**config.mk**
```make
export PLATFORM = sky130hd
export DESIGN_NAME = fp_less_equal
export DESIGN_NICKNAME = d
export VERILOG_FILES = /design/src/rtl/fp_less_equal_pkg.sv /design/src/rtl/fp_classify.sv /design/src/rtl/fp_less_equal.sv
export SDC_FILE = /design/constraint.sdc
export NUM_CORES = 1
export LEC_CHECK = 0
export ABC_CLOCK_PERIOD_IN_PS = 800
export BUFFER_PORTS_ARGS = -buffer_cell sky130_fd_sc_hd__buf_4
export CAP_MARGIN = 10
export CORE_UTILIZATION = 38
export CTS_CLUSTER_DIAMETER = 60
export DETAILED_ROUTE_END_ITERATION = 10
export PLACE_DENSITY_LB_ADDON = 0.12
export SLEW_MARGIN = 10
export SYNTH_ARGS = -nofsm -noshare
export SYNTH_HDL_FRONTEND = slang
export SYNTH_HIERARCHICAL = 1
export SYNTH_SLANG_ARGS = --single-unit
```
**constraint.sdc**
```tcl
create_clock -name aclk -period 0.8 [get_ports aclk]
set_clock_uncertainty 0.15 [all_clocks]
set_input_delay 0.16 -clock aclk [delete_from_list [all_inputs] [get_ports aclk]]
set_output_delay 0.16 -clock aclk [all_outputs]
set_load 0.02 [all_outputs]
```
**src/rtl/fp_less_equal_pkg.sv**
```systemverilog
// Shared binary32 field layout, result constants and operand classes for the
// floating-point less-or-equal comparator.
package fp_less_equal_pkg;

  localparam int SIGN_W = 1;
  localparam int EXP_W  = 8;
  localparam int MANT_W = 23;
  localparam int WORD_W = SIGN_W + EXP_W + MANT_W;

  localparam logic [EXP_W-1:0]  EXP_ONES     = 8'hFF;
  localparam logic [WORD_W-1:0] RESULT_TRUE  = 32'h0000_0001;
  localparam logic [WORD_W-1:0] RESULT_FALSE = 32'h0000_0000;

  typedef enum logic [2:0] {
    CLS_ZERO,
    CLS_SUBNORMAL,
    CLS_NORMAL,
    CLS_INF,
    CLS_NAN
  } fp_class_e;

endpackage

```
**src/rtl/fp_classify.sv**
```systemverilog
// Decodes one binary32 word into its operand class and sign bit.
module fp_classify
  import fp_less_equal_pkg::*;
(
  input  logic [WORD_W-1:0] word_i,
  output fp_class_e         class_o,
  output logic              sign_o
);

  logic [EXP_W-1:0]  exp_w;
  logic [MANT_W-1:0] mant_w;

  assign sign_o = word_i[WORD_W-1];
  assign exp_w  = word_i[WORD_W-SIGN_W-1 -: EXP_W];
  assign mant_w = word_i[MANT_W-1:0];

  always_comb begin
    class_o = CLS_NORMAL;
    if (exp_w == EXP_ONES) begin
      class_o = (mant_w != '0) ? CLS_NAN : CLS_INF;
    end else if (exp_w == '0) begin
      class_o = (mant_w != '0) ? CLS_SUBNORMAL : CLS_ZERO;
    end
  end

endmodule

```
**src/rtl/fp_less_equal.sv**
```systemverilog
// Pipelined IEEE-754 binary32 "value1 <= value2" comparator: stage 1 holds the
// decided flag, remaining stages delay it so the result lands LATENCY cycles later.
module fp_less_equal
  import fp_less_equal_pkg::*;
#(
  parameter int LATENCY = 2
) (
  input  logic              aclk,
  input  logic              areset,
  input  logic [WORD_W-1:0] value1,
  input  logic [WORD_W-1:0] value2,
  output logic [WORD_W-1:0] result
);

  fp_class_e               cls1, cls2;
  logic                    sgn1, sgn2;
  logic [WORD_W-SIGN_W-1:0] mag1, mag2;
  logic                    flag_d;
  logic [LATENCY-1:0]      flag_q;

  fp_classify u_cls1 (
    .word_i  (value1),
    .class_o (cls1),
    .sign_o  (sgn1)
  );

  fp_classify u_cls2 (
    .word_i  (value2),
    .class_o (cls2),
    .sign_o  (sgn2)
  );

  assign mag1 = value1[WORD_W-SIGN_W-1:0];
  assign mag2 = value2[WORD_W-SIGN_W-1:0];

  // Sign-magnitude encoding orders as an unsigned integer within one sign,
  // so infinities and subnormals need no special casing beyond NaN and zero.
  always_comb begin
    flag_d = 1'b0;
    if (cls1 == CLS_NAN || cls2 == CLS_NAN) begin
      flag_d = 1'b0;
    end else if (cls1 == CLS_ZERO && cls2 == CLS_ZERO) begin
      flag_d = 1'b1;
    end else if (sgn1 != sgn2) begin
      flag_d = sgn1;
    end else if (!sgn1) begin
      flag_d = (mag1 <= mag2);
    end else begin
      flag_d = (mag1 >= mag2);
    end
  end

  // Stage 1 captures the flag; stages 2..LATENCY form a plain delay line.
  always_ff @(posedge aclk or posedge areset) begin
    if (areset) begin
      flag_q <= '0;
    end else begin
      flag_q[0] <= flag_d;
      for (int i = 1; i < LATENCY; i++) begin
        flag_q[i] <= flag_q[i-1];
      end
    end
  end

  assign result = flag_q[LATENCY-1] ? RESULT_TRUE : RESULT_FALSE;

endmodule

```
==> results of run 1 <==
[synthesized netlist by cell type (all sizes together) (3+ instances only)]
library cell and n:
buf 34, nor4 16, nand2 7, ha 31, a21oi 13, nor3 4, nand4 14, inv 34
o21ai 4, nor2 9, a21o 3, nand3 5
[worst max-delay path, delay by kind of cell]
kind,cells,cell delay (ns)
mux,1,0.11
buf+inv,1,0.12
simple gates,5,1.21
compound gates,4,0.37
[area by class of cell]
cell class                      instances  area [sq um]
Tap cell                               46          57.6
Timing Repair Buffer                  112           866
Inverter                               34           128
Multi-Input combinational cell        155          1200
Sequential cell                         2          50.0
Fill cell                             323          1090
Clock buffer                            3          22.5
[per-stage QoR]
stage / std cells / TNS (ns)
finish: 352 / -1.36
global route: 352 / -1.52
CTS: 352 / -1.40
detailed placement: 348 / -1.47
global placement: 348 / -1.43
floorplan: 225 / -1.18
[final timing paths]
check | startpoint | to | slack, ns
worst max-delay path | value1[4] | flag_q[0]$_DFF_PP0_ | -1.14
worst min-delay path | value2[31] | flag_q[0]$_DFF_PP0_ | 0.13
worst max register to register | flag_q[0]$_DFF_PP0_ | flag_q[1]$_DFF_PP0_ | 0.17
worst min register to register | flag_q[0]$_DFF_PP0_ | flag_q[1]$_DFF_PP0_ | 0.21
max in group asynchronous | areset | flag_q[1]$_DFF_PP0_ | 0.19
min in group asynchronous | areset | flag_q[0]$_DFF_PP0_ | 0.19
[cell families (layout without fill, tap and decap cells)]
| logic type | Yosys count | after routing | share of synthesized area |
|---|---|---|---|
| AO/OA/AOI/OAI | 31 | 31 | 0.147 |
| adder cells (fa/ha/maj) | 31 | 31 | 0.278 |
| buffers and inverters | 68 | 149 | 0.275 |
| flip-flops | 2 | 2 | 0.0359 |
| multiplexers | 2 | 2 | 0.0144 |
| other | 1 | 31 | 0.00269 |
| AND/OR/NAND/NOR | 60 | 60 | 0.247 |
[layer usage]
layer  part of all wire  up-vias  wire length [um]  GRT usage
li1                   -      870                 -          -
met1               0.45      717              1750      0.248
met2               0.50       59              1950      0.367
met3              0.049        4               192     0.0201
met4             0.0082        0                32     0.0465
met5                  0        -                 0          0
[where the power goes]
part / internal [mW] / total [mW] / switching (mW) / leakage [nW]
logic: 0.533 / 1.05 / 0.520 / 1.22
registers: 0.114 / 0.118 / 0.00408 / 0.0238
clock network: 0.166 / 0.233 / 0.0666 / 0.0138
total: 0.813 / 1.40 / 0.590 / 1.26
[timing repair]
action                                 4_1_cts  5_1_grt
hold buffers                                 1        0
pin swaps                                    8        5
setup endpoints to repair                    2        2
endpoints found under the hold margin        2        0
gates resized for setup                     10        8
[cells in the final DEF (no fill, tap or decap), drive strengths merged, types with 3 or more instances in the layout]
master  netlist  routed
nand3         5       5
nor4         16      16
inv          34      34
clkbuf        0       3
a21oi        13      13
o21ai         4       4
conb          1      31
nor2          9       9
buf          34     111
nand2         7       7
nor3          4       4
a21o          3       3
nand4        14      14
ha           31      31
==> summary.txt, run 1 <==
Outcome
  • Run status: finished with violations
  • Violated checks: setup timing

CTS
  • H-tree depth: 1
  • Clock latency of the later-clocked register in the worst-skew pair: approximately 0.23 ns
  • Clock root buffer: clkbuf_4
  • Clock tree from TritonCTS: yes
  • Clock transition at the registers of the reported paths: ~0.04 ns
  • Clock tree sinks: 2
  • Worst-case clock buffer depth: 2
  • Number of clock buffers inserted by TritonCTS: 3
  • Postcts setup bufs: 0

Synthesis
  • Primary FF master, synth: dfrtp_1
  • Cell accounting for the most synthesized area: ha_1
  • Share of flip-flops with an asynchronous set or reset after synthesis: 1.00
  • Combined area of all synthesized cells: between 1000 and 1500 sq um
  • Yosys warnings: 6
  • Flops & latches, synth: 2
  • Portion of synthesized cell area occupied by the leading cell type: 0.278
  • Area contributors post-synth: ha_1, buf_4, inv_1
  • Sequential cell area fraction in the yosys report: 0.0359
  • Mapped Cells: a little under 200
  • EDFF count, synth: 0
  • Count of cell types in the netlist: 31
  • Post-synthesis average cell area: between 7 and 8 sq um

Route
  • DRC violations left: 0
  • Average routed wire per standard cell: about 11 um
  • Detailed Route WL: slightly below 4 mm
  • Routed via count: between 1500 and 2000
  • Initial DRT Pass Iterations: 4
  • Drt initial violations: 70
  • Count of antenna-violating nets left after detailed routing: 0
  • Ratio of routed vias to standard cells: between 4 and 5

Critical path
  • Startpoint type of the worst setup path: input port
  • CP Max Fanout: 2
  • Worst path arrival time: around 2 ns
  • Delay of the slowest cell on the worst path: just over 0.5 ns
  • CP Cell Sequence: buf_4 -> nor4_4 -> nand2_1 -> nor2_2 -> mux2i_2 -> or4_4 -> nor3_4 -> a21o_1 -> a21oi_1 -> o21ai_1 -> o211a_1
  • Type of the setup path with the least slack: input port to flip-flop
  • Data required time of the worst path: 0.82 ns
  • Worst-path cell with the longest stage delay: or4_4
  • Sort of element at the end of the critical path: flip-flop
  • Number of cells on the worst reg-to-reg path: 0

Place
  • Post-DP HPWL: 3.46 mm
  • Dpl ws: -1.46 ns
  • Placed inst area: roughly 2200 sq um
  • Count of buffers from port buffering: between 60 and 70
  • Placer congestion estimate: just under 0.8

Power and ir drop
  • Peak supply drop: between 500 and 600 uV
  • Power per cell area: just over 600 nW/um^2
  • Static Leakage: around 1.3 nW
  • Power Total: ~1.4 mW

Final layout
  • Nets: 405
  • Leading registers by flop count: flag_q (2)
  • Antenna cell count: 0
  • Core occupancy in the finished layout: 0.679
  • Largest Register: flag_q
  • Post-route cell area: between 2000 and 2500 sq um
  • Synth-to-Final Area Change: 66.5%
  • Flip-flop count of the largest register, all copies and words added: 2
  • Layout cells sized above 1: 0.431

STA
  • Shortest period the worst path allows: a little under 2 ns
  • Setup violators final: 2
  • Worst hold margin: between 0.1 and 0.15 ns
  • Final number of hold-violating endpoints: 0
  • Achievable frequency: approximately 0.52 GHz
  • Setup repair after global routing missed its margin: yes
  • Setup WS post-layout: -1.14 ns
  • Post-route clock period utilization: 2.43
  • Slew Viols, Final: 0

Flow run
  • Maximum Capacitance Violations: 0

Die
  • Die area: 3910 sq um
  • Width of the die: 62.6 um
  • Area of the core region: roughly 3400 sq um
  • # IOs: a little under 100
  • Number of rows created at floorplan: 21
  • Initial core utilization: 0.408
  • Height of the die: 62.6 um

Min path
  • Hold path cells: 3
  • Worst min-delay path category: input port to flip-flop

Global route
  • Gr usage total: 0.200
  • Vias in the first global route: 1539
  • Number of antenna violations at the first check in global routing: 0
  • Global-route congestion overflow total: 0
  • Pin count of the biggest net entering global routing: 4
  • First-pass GRT wire length: around 6.5 mm
(Power assumes the default switching activity.)
==> run 2: changes to the inputs <==
--- a/config.mk
+++ b/config.mk
@@ -14,2 +14,3 @@
 export PLACE_DENSITY_LB_ADDON = 0.12
+export REMOVE_ABC_BUFFERS = 1
 export SLEW_MARGIN = 10
==> constraint.sdc (replaced) <==
create_clock -name aclk -period 0.8 [get_ports aclk]
set_clock_uncertainty 0.15 [all_clocks]
set_input_delay 0.24 -clock aclk [delete_from_list [all_inputs] [get_ports aclk]]
set_output_delay 0.24 -clock aclk [all_outputs]
set_load 0.02 [all_outputs]
==> run 2 against run 1 <==
  * The run still ends with setup timing left
  * Power down 1.3%
  * Clock power barely moved
  * Sequential power is essentially flat
  * Core utilization is 0.37 points lower
  * Final cell count is 0.85% higher
  * Die area stayed put
  * Via count increased by 1.5%
  * Cell area shrank 0.54%
  * Critical path type unchanged
  * Largest cell class unchanged
==> summary.txt, run 2 (same netlist as run 1, synthesis figures left out) <==
Outcome
  • Run status: finished with violations
  • Violated checks: setup timing

Power and ir drop
  • Peak supply drop: roughly 330 uV
  • Static Leakage: roughly 1.3 nW
  • Power per cell area: 600 nW/um^2

CTS
  • Clock transition at the registers of the reported paths: approximately 0.030 ns
  • H-tree depth: 1
  • Clock latency of the later-clocked register in the worst-skew pair: 0.23 ns
  • Clock tree from TritonCTS: yes
  • Clock tree sinks: 2
  • Clock root buffer: clkbuf_4
  • Number of clock buffers inserted by TritonCTS: 3
  • Worst-case clock buffer depth: 2

Route
  • Routed via count: ~1700
  • Count of antenna-violating nets left after detailed routing: 0
  • Detailed Route WL: approximately 3.8 mm
  • Drt initial violations: a little under 60
  • Average routed wire per standard cell: about 11 um
  • Initial DRT Pass Iterations: 4
  • Ratio of routed vias to standard cells: approximately 4.7
  • DRC violations left: 0

STA
  • Sum Neg Setup Slack: -1.54 ns
  • Slew Viols, Final: 0
  • Achievable frequency: just under 0.5 GHz
  • Post-route clock period utilization: 2.55
  • Final number of hold-violating endpoints: 0
  • Worst hold margin: about 0.20 ns
  • Setup violators final: 2
  • Shortest period the worst path allows: around 2.0 ns
  • Setup WS post-layout: -1.24 ns
  • Setup repair after global routing missed its margin: yes

Place
  • Count of buffers from port buffering: 66
  • Dpl ws: -1.62 ns
  • Post-DP HPWL: approximately 3.3 mm
  • Placed inst area: ~2100 sq um
  • Placer congestion estimate: ~0.80
  • Cells after DPL: ~350

Final layout
  • Layout cells sized above 1: 0.434
  • Synth-to-Final Area Change: 65.6%
  • Layout Cells excl Fill: about 360
  • Sequential Area: roughly 50 sq um
  • Filler cell count: roughly 300
  • Flip-flop count of the largest register, all copies and words added: 2
  • Largest Register: flag_q
  • Post-route cell area: between 2000 and 2500 sq um
  • Leading registers by flop count: flag_q (2)
  • Antenna cell count: 0
  • Highest-count cells in the layout ignoring fill and taps: buf_4, inv_1, ha_1, conb_1, nand4_1
  • Area taken by multi-input logic gates: 1160 sq um
  • Most frequent standard cell in the layout excluding fill and tap cells: buf_4
  • Nets: ~410

Critical path
  • Worst path arrival time: ~2 ns
  • CP Cell Sequence: buf_8 -> nor4_4 -> nand4_1 -> nor2_2 -> mux2i_1 -> or4_4 -> nor3_4 -> a21o_1 -> a21oi_2 -> o21ai_1 -> o211a_1
  • Sort of element at the end of the critical path: flip-flop
  • CP Max Fanout: 2
  • Type of the setup path with the least slack: input port to flip-flop
  • Data required time of the worst path: 0.81 ns
  • Worst-path cell with the longest stage delay: or4_4
  • Startpoint type of the worst setup path: input port
  • Delay of the slowest cell on the worst path: 0.51 ns

Global route
  • Global-route congestion overflow total: 0
  • Gr usage total: 0.198
  • Number of antenna violations at the first check in global routing: 0
  • Pin count of the biggest net entering global routing: 4
  • First-pass GRT wire length: roughly 6.4 mm
  • Vias in the first global route: roughly 1600

Die
  • Number of rows created at floorplan: 21
  • Initial core utilization: 0.408
  • # IOs: 98
  • Area of the core region: between 3000 and 4000 sq um
  • Height of the die: 62.6 um
  • Die area: ~3900 sq um
  • Width of the die: 62.6 um

Flow run
  • Maximum Capacitance Violations: 0

Min path
  • Worst min-delay path category: flip-flop to flip-flop
run 2: cell types whose count changed in the layout (fill, tap and decap cells not counted), moves of 2 or more:
cell | before | now
nor4_4 | 6 | 3
nor4_2 | 3 | 6
buf_6 | 6 | 4
buf_4 | 105 | 109
run 2: worst paths after layout:
kind	from	end	slack (ns)	depth (start not counted)
worst max-delay path	value1[2]	flag_q[0]$_DFF_PP0_	-1.24	11
worst min-delay path	flag_q[0]$_DFF_PP0_	flag_q[1]$_DFF_PP0_	0.20	0
worst max register to register	flag_q[0]$_DFF_PP0_	flag_q[1]$_DFF_PP0_	0.18	0
worst min register to register	flag_q[0]$_DFF_PP0_	flag_q[1]$_DFF_PP0_	0.20	0
max in group asynchronous	areset	flag_q[1]$_DFF_PP0_	0.12	3
min in group asynchronous	areset	flag_q[0]$_DFF_PP0_	0.28	3
run 2: area by class of cell:
cell class | instances | share of cell area
clock buffers | 3 | 0.00976
well taps | 46 | 0.0249
multi-input cells | 155 | 0.504
repair buffers | 115 | 0.385
inverters | 34 | 0.0553
flip-flops and latches | 2 | 0.0217
run 2: power by group:
part | switching (mW) | leakage, nW | internal, mW
Combinational | 0.502 | 1.23 | 0.535
Clock | 0.0638 | 0.0138 | 0.166
Sequential | 0.00397 | 0.0238 | 0.114
Total | 0.570 | 1.27 | 0.815
run 2: worst max-delay path: cells and delay by family:
kind,cells,cell delay (ns)
AOI/OAI and AO/OA,4,0.35
muxes,1,0.11
and+or+nand+nor,5,1.22
buffers and inverters,1,0.10
run 2: repair_timing:
| item | 4_1_cts | 5_1_grt |
|---|---|---|
| buffers inserted | 1 | 1 |
| hold endpoints to repair | 2 | 0 |
| hold buffers | 1 | 0 |
| resized for setup | 13 | 7 |
| pin swaps | 8 | 4 |
| setup endpoints to repair | 2 | 2 |
run 2: through the flow:
| stage | power [mW] | utilization |
|---|---|---|
| final | 1.39 | 0.676 |
| after detailed placement | 1.10 | 0.629 |
| after CTS | 1.38 | 0.662 |
| after floorplan | 0.555 | - |
| after global placement | 1.09 | 0.629 |
| after global routing | 1.53 | 0.676 |
run 2: metal layers:
metal	track usage	part of all wire	vias to the layer above
met5	0	0	-
met4	0.0320	0.0050	0
met3	0.0310	0.069	2
li1	-	-	869
met1	0.226	0.43	732
met2	0.383	0.50	72
